==> config.mk <==
export PLATFORM = sky130hd
export DESIGN_NAME = multicycle_controller_flat
export DESIGN_NICKNAME = d
export VERILOG_FILES = /design/src/rtl/multicycle_controller_pkg.sv /design/src/rtl/multicycle_controller_if.sv /design/src/rtl/multicycle_controller.sv /design/src/flat_wrapper.sv
export SDC_FILE = /design/constraint.sdc
export NUM_CORES = 1
export LEC_CHECK = 0
export BUFFER_PORTS_ARGS = -buffer_cell sky130_fd_sc_hd__buf_4
export CORE_ASPECT_RATIO = 0.9
export CORE_MARGIN = 2
export CORE_UTILIZATION = 51
export CTS_CLUSTER_DIAMETER = 200
export DETAILED_ROUTE_END_ITERATION = 8
export PLACE_DENSITY = 0.82
export SKIP_LAST_GASP = 1
export SLEW_MARGIN = 20
export SYNTH_ARGS = -nofsm -noshare
export SYNTH_HDL_FRONTEND = slang
export SYNTH_SLANG_ARGS = --single-unit
export TNS_END_PERCENT = 20
==> constraint.sdc <==
create_clock -name clk -period 1.9 [get_ports clk]
set_input_delay 0.19 -clock clk [delete_from_list [all_inputs] [get_ports clk]]
set_output_delay 0.19 -clock clk [all_outputs]
set_load 0.02 [all_outputs]
==> src/rtl/multicycle_controller_pkg.sv <==
// Shared types for the multicycle CPU controller: state encoding, opcodes,
// ALU operand/op selects and the bundle of control lines driven each state.
package multicycle_controller_pkg;

    typedef enum logic [3:0] {
        FETCH     = 4'd0,
        DECODE    = 4'd1,
        MEM_ADDR  = 4'd2,
        MEM_LOAD  = 4'd3,
        WB_MEM    = 4'd4,
        MEM_STORE = 4'd5,
        EXEC_R    = 4'd6,
        EXEC_I    = 4'd7,
        WB_ALU    = 4'd8,
        BRANCH    = 4'd9,
        HALT      = 4'd10
    } state_t;

    localparam logic [6:0] OPC_LOAD   = 7'b0000011;
    localparam logic [6:0] OPC_STORE  = 7'b0100011;
    localparam logic [6:0] OPC_OP     = 7'b0110011;
    localparam logic [6:0] OPC_OP_IMM = 7'b0010011;
    localparam logic [6:0] OPC_BRANCH = 7'b1100011;

    typedef enum logic [1:0] {
        SRCB_REG     = 2'b00,
        SRCB_FOUR    = 2'b01,
        SRCB_IMM     = 2'b10,
        SRCB_IMM_SH1 = 2'b11
    } alu_src_b_t;

    typedef enum logic [1:0] {
        ALU_ADD   = 2'b00,
        ALU_SUB   = 2'b01,
        ALU_FUNCT = 2'b10
    } alu_op_t;

    typedef struct packed {
        logic       pc_write;
        logic       pc_write_cond;
        logic       iord;
        logic       mem_read;
        logic       mem_write;
        logic       ir_write;
        logic       mem_to_reg;
        logic       reg_write;
        logic       alu_src_a;
        logic       pc_source;
        logic       halt;
        alu_src_b_t alu_src_b;
        alu_op_t    alu_op;
    } ctrl_t;

    localparam ctrl_t CTRL_IDLE = '{
        pc_write:      1'b0,
        pc_write_cond: 1'b0,
        iord:          1'b0,
        mem_read:      1'b0,
        mem_write:     1'b0,
        ir_write:      1'b0,
        mem_to_reg:    1'b0,
        reg_write:     1'b0,
        alu_src_a:     1'b0,
        pc_source:     1'b0,
        halt:          1'b0,
        alu_src_b:     SRCB_REG,
        alu_op:        ALU_ADD
    };

endpackage

==> src/rtl/multicycle_controller_if.sv <==
// Controller <-> datapath bundle: status in, control lines and debug state out.
interface multicycle_controller_if #(parameter int CNT_W = 32);
    import multicycle_controller_pkg::*;

    logic [6:0]       opcode;
    logic             alu_zero;
    logic             mem_ready;
    logic             pc_write;
    logic             pc_write_cond;
    logic             iord;
    logic             mem_read;
    logic             mem_write;
    logic             ir_write;
    logic             mem_to_reg;
    logic             reg_write;
    logic             alu_src_a;
    logic             pc_source;
    logic             halt;
    alu_src_b_t       alu_src_b;
    alu_op_t          alu_op;
    state_t           state;
    logic [CNT_W-1:0] retired;

    modport master (
        input  opcode, alu_zero, mem_ready,
        output pc_write, pc_write_cond, iord, mem_read, mem_write, ir_write,
               mem_to_reg, reg_write, alu_src_a, pc_source, halt,
               alu_src_b, alu_op, state, retired
    );

    modport slave (
        output opcode, alu_zero, mem_ready,
        input  pc_write, pc_write_cond, iord, mem_read, mem_write, ir_write,
               mem_to_reg, reg_write, alu_src_a, pc_source, halt,
               alu_src_b, alu_op, state, retired
    );

endinterface

==> src/rtl/multicycle_controller.sv <==
// Multicycle CPU control FSM with a retired-instruction counter. Only ir_write
// and pc_write depend on mem_ready directly; every other output is Moore.
module multicycle_controller
    import multicycle_controller_pkg::*;
#(
    parameter int CNT_W = 32
) (
    input  logic                    clk,
    input  logic                    reset,
    multicycle_controller_if.master bus
);

    state_t           state_q;
    state_t           state_d;
    logic             retire;
    logic [CNT_W-1:0] retired_q;
    ctrl_t            ctrl;

    // The datapath qualifies branches with alu_zero, so the controller never reads it.
    logic unused_alu_zero;
    assign unused_alu_zero = bus.alu_zero;

    // NOTE: state registers use non-blocking assignments so every flop samples
    // the pre-edge values regardless of process ordering.
    always_ff @(posedge clk or posedge reset) begin
        if (reset) state_q <= FETCH;
        else       state_q <= state_d;
    end

    always_ff @(posedge clk or posedge reset) begin
        if (reset)       retired_q <= '0;
        else if (retire) retired_q <= retired_q + CNT_W'(1);
    end

    // NOTE: every combinational output gets a default before the case so no
    // path leaves it unassigned and no latch is inferred.
    always_comb begin
        state_d = state_q;
        retire  = 1'b0;
        case (state_q)
            FETCH:     if (bus.mem_ready) state_d = DECODE;
            DECODE: begin
                case (bus.opcode)
                    OPC_LOAD, OPC_STORE: state_d = MEM_ADDR;
                    OPC_OP:              state_d = EXEC_R;
                    OPC_OP_IMM:          state_d = EXEC_I;
                    OPC_BRANCH:          state_d = BRANCH;
                    default:             state_d = HALT;
                endcase
            end
            MEM_ADDR:  state_d = (bus.opcode == OPC_LOAD) ? MEM_LOAD : MEM_STORE;
            MEM_LOAD:  if (bus.mem_ready) state_d = WB_MEM;
            WB_MEM: begin
                state_d = FETCH;
                retire  = 1'b1;
            end
            MEM_STORE: begin
                if (bus.mem_ready) begin
                    state_d = FETCH;
                    retire  = 1'b1;
                end
            end
            EXEC_R, EXEC_I: state_d = WB_ALU;
            WB_ALU, BRANCH: begin
                state_d = FETCH;
                retire  = 1'b1;
            end
            HALT:      state_d = HALT;
            default:   state_d = FETCH;
        endcase
    end

    always_comb begin
        ctrl = CTRL_IDLE;
        case (state_q)
            FETCH: begin
                ctrl.mem_read  = 1'b1;
                ctrl.alu_src_b = SRCB_FOUR;
                ctrl.ir_write  = bus.mem_ready;
                ctrl.pc_write  = bus.mem_ready;
            end
            DECODE:    ctrl.alu_src_b = SRCB_IMM_SH1;
            MEM_ADDR: begin
                ctrl.alu_src_a = 1'b1;
                ctrl.alu_src_b = SRCB_IMM;
            end
            MEM_LOAD: begin
                ctrl.mem_read = 1'b1;
                ctrl.iord     = 1'b1;
            end
            WB_MEM: begin
                ctrl.reg_write  = 1'b1;
                ctrl.mem_to_reg = 1'b1;
            end
            MEM_STORE: begin
                ctrl.mem_write = 1'b1;
                ctrl.iord      = 1'b1;
            end
            EXEC_R, EXEC_I: begin
                ctrl.alu_src_a = 1'b1;
                ctrl.alu_src_b = (state_q == EXEC_I) ? SRCB_IMM : SRCB_REG;
                ctrl.alu_op    = ALU_FUNCT;
            end
            WB_ALU:    ctrl.reg_write = 1'b1;
            BRANCH: begin
                ctrl.alu_src_a     = 1'b1;
                ctrl.alu_op        = ALU_SUB;
                ctrl.pc_write_cond = 1'b1;
                ctrl.pc_source     = 1'b1;
            end
            HALT:      ctrl.halt = 1'b1;
            default:   ctrl = CTRL_IDLE;
        endcase
    end

    assign bus.pc_write      = ctrl.pc_write;
    assign bus.pc_write_cond = ctrl.pc_write_cond;
    assign bus.iord          = ctrl.iord;
    assign bus.mem_read      = ctrl.mem_read;
    assign bus.mem_write     = ctrl.mem_write;
    assign bus.ir_write      = ctrl.ir_write;
    assign bus.mem_to_reg    = ctrl.mem_to_reg;
    assign bus.reg_write     = ctrl.reg_write;
    assign bus.alu_src_a     = ctrl.alu_src_a;
    assign bus.pc_source     = ctrl.pc_source;
    assign bus.halt          = ctrl.halt;
    assign bus.alu_src_b     = ctrl.alu_src_b;
    assign bus.alu_op        = ctrl.alu_op;
    assign bus.state         = state_q;
    assign bus.retired       = retired_q;

endmodule

==> src/flat_wrapper.sv <==
// flat-port wrapper written by rule: the top's interface ports become plain ports
module multicycle_controller_flat import multicycle_controller_pkg::*;
#(
    parameter int CNT_W = 32
)
  (clk, reset, bus_opcode, bus_alu_zero, bus_mem_ready, bus_pc_write, bus_pc_write_cond, bus_iord, bus_mem_read, bus_mem_write, bus_ir_write, bus_mem_to_reg, bus_reg_write, bus_alu_src_a, bus_pc_source, bus_halt, bus_alu_src_b, bus_alu_op, bus_state, bus_retired);
  multicycle_controller_if #(.CNT_W(CNT_W)) bus_i ();
  input  logic clk;
  input  logic reset;
  input wire logic [$bits(bus_i.opcode)-1:0] bus_opcode;
  input wire logic [$bits(bus_i.alu_zero)-1:0] bus_alu_zero;
  input wire logic [$bits(bus_i.mem_ready)-1:0] bus_mem_ready;
  output wire logic [$bits(bus_i.pc_write)-1:0] bus_pc_write;
  output wire logic [$bits(bus_i.pc_write_cond)-1:0] bus_pc_write_cond;
  output wire logic [$bits(bus_i.iord)-1:0] bus_iord;
  output wire logic [$bits(bus_i.mem_read)-1:0] bus_mem_read;
  output wire logic [$bits(bus_i.mem_write)-1:0] bus_mem_write;
  output wire logic [$bits(bus_i.ir_write)-1:0] bus_ir_write;
  output wire logic [$bits(bus_i.mem_to_reg)-1:0] bus_mem_to_reg;
  output wire logic [$bits(bus_i.reg_write)-1:0] bus_reg_write;
  output wire logic [$bits(bus_i.alu_src_a)-1:0] bus_alu_src_a;
  output wire logic [$bits(bus_i.pc_source)-1:0] bus_pc_source;
  output wire logic [$bits(bus_i.halt)-1:0] bus_halt;
  output wire logic [$bits(bus_i.alu_src_b)-1:0] bus_alu_src_b;
  output wire logic [$bits(bus_i.alu_op)-1:0] bus_alu_op;
  output wire logic [$bits(bus_i.state)-1:0] bus_state;
  output wire logic [$bits(bus_i.retired)-1:0] bus_retired;
  assign bus_i.opcode = bus_opcode;
  assign bus_i.alu_zero = bus_alu_zero;
  assign bus_i.mem_ready = bus_mem_ready;
  assign bus_pc_write = bus_i.pc_write;
  assign bus_pc_write_cond = bus_i.pc_write_cond;
  assign bus_iord = bus_i.iord;
  assign bus_mem_read = bus_i.mem_read;
  assign bus_mem_write = bus_i.mem_write;
  assign bus_ir_write = bus_i.ir_write;
  assign bus_mem_to_reg = bus_i.mem_to_reg;
  assign bus_reg_write = bus_i.reg_write;
  assign bus_alu_src_a = bus_i.alu_src_a;
  assign bus_pc_source = bus_i.pc_source;
  assign bus_halt = bus_i.halt;
  assign bus_alu_src_b = bus_i.alu_src_b;
  assign bus_alu_op = bus_i.alu_op;
  assign bus_state = bus_i.state;
  assign bus_retired = bus_i.retired;
  multicycle_controller #(.CNT_W(CNT_W)) u_core (.clk(clk), .reset(reset), .bus(bus_i));
endmodule
Word level (Yosys, flattened, before mapping)
Index checks and enable logic that the tools add are counted.

cells by class
  reductions and logical operators = 9
  muxes and demuxes = 20
  add/subtract/negate cells = 1
  equality and inequality tests = 18

operators by type and width
  kind                                                  number
  adder 32 x 1 -> 32 bit (second input constant)        1
  case mux 4 bit (7 select lines)                       1
  equality test 4 x 3 -> 1 bit (second input constant)  4
  case mux 4 bit (4 select lines)                       1
  equality test 7 x 6 -> 1 bit (second input constant)  2
  equality test 4 bit (second input constant)           3
  2-to-1 mux 4 bit                                      3
  2-to-1 mux 1 bit                                      10
  OR reduction 2 bit                                    5
  equality test 4 x 2 -> 1 bit (second input constant)  2
  case mux 2 bit (4 select lines)                       1
  equality test 7 x 2 -> 1 bit (second input constant)  1
  equality test 7 x 5 -> 1 bit (second input constant)  1
  equality test 7 bit (second input constant)           1
  != test 2 bit (second input constant)                 3
  equality test 4 x 1 -> 1 bit (second input constant)  1
  zero test 4 bit                                       1
  case mux 2 bit (2 select lines)                       1
  OR reduction 4 bit                                    1
  2-to-1 mux 3 bit                                      1
  AND reduction 3 bit                                   1
  OR reduction 3 bit                                    1
  2-to-1 mux 2 bit                                      1
  case mux 1 bit (2 select lines)                       1

word-level totals
  bits of input ports = 11
  flip-flop bits (word level) = 36
  logic and storage cells = 50

Logic depth before layout (Yosys ltp)
  word-level depth = 4
  mapped depth = 6
  gate-level depth less buffers = 5

Least setup slack after synthesis
OpenSTA, ideal clock, no wires.

  kind = reg-to-output
  from = register u_core.state_q[2], in the netlist u_core.bus.state[2]
  to = output port bus_pc_write
  slack = 86 ps
  cell stages (with the launch flop) = 6
  data required time = 1,710 ps
  buffers on the path = 2
  arrival time = 1,624 ps
  path through = dfrtp_1 > buf_6 > nor2_1 > nand2_1 > nor3_1 > buf_4

on the way
  word-level cells in the longest chain between the ends = 2

ends and longest elaborated chain
  item                    line                         source
  start, declared         multicycle_controller.sv:13  state_t state_q;
  start signal, assigned  multicycle_controller.sv:27  else state_q <= state_d;
  zero test 4 bit         n/a
  2-to-1 mux 1 bit        n/a
  end, declared           flat_wrapper.sv:13           output wire logic [$bits(bus_i.pc_write)-1:0] bus_pc_write;

No other way between the ends.

Worst setup path in the final report
  from = register u_core.state_q[2], in the netlist u_core.bus.state[2]
  to = output port bus_reg_write

on the way
  word-level cells in the longest chain between the ends = 3

ends and longest elaborated chain
  item                                                                 line                         source
  equality test 4 x 3 -> 1 bit or equality test 4 bit (tied branches)  multicycle_controller.sv:75  case (state_q)
  OR reduction 2 bit (no source line) (*)                              n/a
  2-to-1 mux 1 bit (*)                                                 multicycle_controller.sv:75
  end, declared                                                        flat_wrapper.sv:20           output wire logic [$bits(bus_i.reg_write)-1:0] bus_reg_write;

Mark *: on every way between the ends. The rest lies on a longest branch, timed or not.

==> reports/metrics.yaml <==
synth-edff-count: 0
path_class: "flip-flop to output port"
io_pins: 62
postCtsResizedCells: 0
clk_latency_ns: 0.29
placementRows: 21
vdd_drop_max_mv: 0.9973
grt_antenna_before_repair: 0
multi_input_area_um2: 1008
start_util_pct: 53.19
synth.distinct_cells: 47
drive_above_1_share_pct: 37.26
hold_buffers: 0
synth_cells: 193
outcome: "finished with violations"
yosysSeqAreaShare_pct: 45.40
root_buffer: "clkbuf_8"
clock_sinks: 36
viasPerCell: 5.246
worstMarginPinSlew_ns: 0.4369
wl_um: 4057
synth_ff_type: "dfrtp_1"
max_clock_freq_mhz: 566.8
wl_per_cell_um: 13.13
core_area_um2: 3731
grt_pass1_vias: 1523
final-max-slew-violation-count: 0
slew-limit-headroom_pct: 70.88
ys_warn_count: 0
ys_seq_elements: 36
cts_tree: "yes"
power.total_mw: 2.962
required_ns: 1.71
regArea_um2: 900.9
min_period_over_period_pct: 92.86
syn2layout_area_growth_pct: 31.65
diodes: 0
fin_skew_ns: 0.006112
violations: "hold timing"
drc: 0
dpl.hpwl_um: 3019
whs_ns: -0.008099
post_synth.cell_area_avg_um2: 10.28
htree_num_levels: 2
finalCriticalPeriod_ns: 1.764
cap_violations: 0
drt-initial-drc-count: 73
grt_max_degree: 37
fill_cells: 305
numCtsBuffers: 5
cp_max_fo: 8
die_h_um: 63.18
grt_pass1_wl_um: 6831
p_leak_nw: 1.277
fin_setup_tns_ns: 0
port_buffers: 60
worstPathArrival_ns: 1.57
die_w_um: 69.75
dieArea_um2: 4406
via_count: 1621
min_path_type: "primary input to async pin"
synth_nets: 205
cellPowerDensity_nw_per_um2: 1134
endpoint_kind: "output port"
synthArstFlopShare_pct: 100.0
grtUsageTotal_pct: 19.14
rsz0062_at_grt: "false"
clk_path_buf_depth: 2
cts_setup_buffers: 0
postRouteAntennaNets: 0
hold_viol: 17
overflow: 0
setup_viol: 0
clk_pin_slew_ns: 0.07
place_congestion: 0.8438
fin_nets: 274
syn_area_um2: 1984
dr.pass1.iters: 4
crit_path_start_kind: "flip-flop"
## per-layer routing
metal	share of wire (%)	GRT usage (%)	wire length, µm	vias up
li1	-	-	-	796
met5	0	0	0	-
met2	47	30.89	1891	42
met3	4.7	4.320	191	7
met1	47	25.05	1904	776
met4	1.7	7.933	70	0
## state kept, by name, indices dropped and copies added (netlist names)
signal and count:
u_core.bus.retired 32, u_core.bus.state 4
## report_power, final
| group | leakage (nW) | total (mW) | internal [mW] | switching, mW |
|---|---|---|---|---|
| combinational | 0.774 | 1.42 | 0.606 | 0.813 |
| sequential | 0.459 | 0.976 | 0.859 | 0.117 |
| clock | 0.0445 | 0.566 | 0.294 | 0.271 |
| total | 1.28 | 2.96 | 1.76 | 1.20 |
## cell families after synthesis
family	count (synthesis)	synth area share, %
AND/OR/NAND/NOR	89	28.63
flip-flops	36	45.40
XOR/XNOR	32	14.12
AO/OA/AOI/OAI	17	6.117
buffers and inverters	16	4.035
multiplexers	2	1.072
adder cells (fa/ha/maj)	1	0.6304
## critical path: stages, from the launching register on
cell	delay (ns)
dfrtp_1	0.47
nand2b_1	0.25
buf_4	0.19
a211oi_1	0.20
buf_4	0.18
## cells in the mapped netlist (2+ instances only)
cell type | n | area share (%)
nor2_1 | 23 | 4.4
xnor2_1 | 18 | 7.9
clkbuf_1 | 2 | 0.38
dfrtp_1 | 36 | 45
nand3b_1 | 2 | 0.76
and4_4 | 2 | 1.1
inv_1 | 9 | 1.7
xor2_1 | 14 | 6.2
nand3_1 | 5 | 1.3
nand2b_1 | 6 | 1.9
nor3_1 | 6 | 1.5
nor3_2 | 8 | 4.0
o21ai_0 | 3 | 0.76
nand4_1 | 5 | 1.6
nand2_1 | 14 | 2.6
buf_4 | 3 | 1.1
a21oi_1 | 4 | 1.0
nor2b_1 | 3 | 0.95
nor4_1 | 2 | 0.63
## worst paths after layout
path / from / slack [ns] / depth (start not counted) / to
min in group clk: bus_mem_ready / 0.32 / 3 / u_core.bus.state[2]
hold / removal: reset / -0.008 / 3 / u_core.bus.retired[27]
setup / recovery: u_core.bus.state[2] / 0.14 / 4 / bus_reg_write
setup reg to reg: u_core.bus.retired[0] / 0.17 / 5 / u_core.bus.retired[10]
max in group asynchronous: reset / 1.59 / 3 / u_core.bus.retired[5]
hold reg to reg: u_core.bus.retired[31] / 0.47 / 1 / u_core.bus.retired[31]
## final cells by class
| cell class | instances | share of cell area [%] |
|---|---|---|
| clock buffer | 7 | 3.305 |
| sequential | 36 | 34.48 |
| clock inverter | 1 | 0.2874 |
| tap | 46 | 2.203 |
| timing repair buffer | 69 | 19.83 |
| multi-input combinational | 141 | 38.60 |
| inverter | 9 | 1.293 |
## cell usage in the layout, fill, tap and decap left out, types with 3 or more instances in the layout
master    netlist  layout
nand2b_1        6       6
buf_4           3      69
clkbuf_8        0       6
xnor2_1        18      18
nor3_1          6       5
nand3_1         5       5
dfrtp_1        36      36
nor3_2          8       9
nand4_1         5       5
nor2b_1         3       3
xor2_1         14      14
inv_1           9       9
nor2_1         23      23
o21ai_0         3       3
nand2_1        14      14
a21oi_1         4       4
## metrics by stage
step	instance area [µm²]	worst slack (ns)	std cells	util (%)
2_1_floorplan	1984	0.08564	193	-
3_3_place_gp	2514	0.1984	301	67.37
3_5_place_dp	2514	0.1623	301	67.37
4_1_cts	2608	0.09540	309	69.89
5_1_grt	2613	0.03411	309	70.02
6_report	2613	0.1357	309	70.02
(Power assumes the default switching activity.)
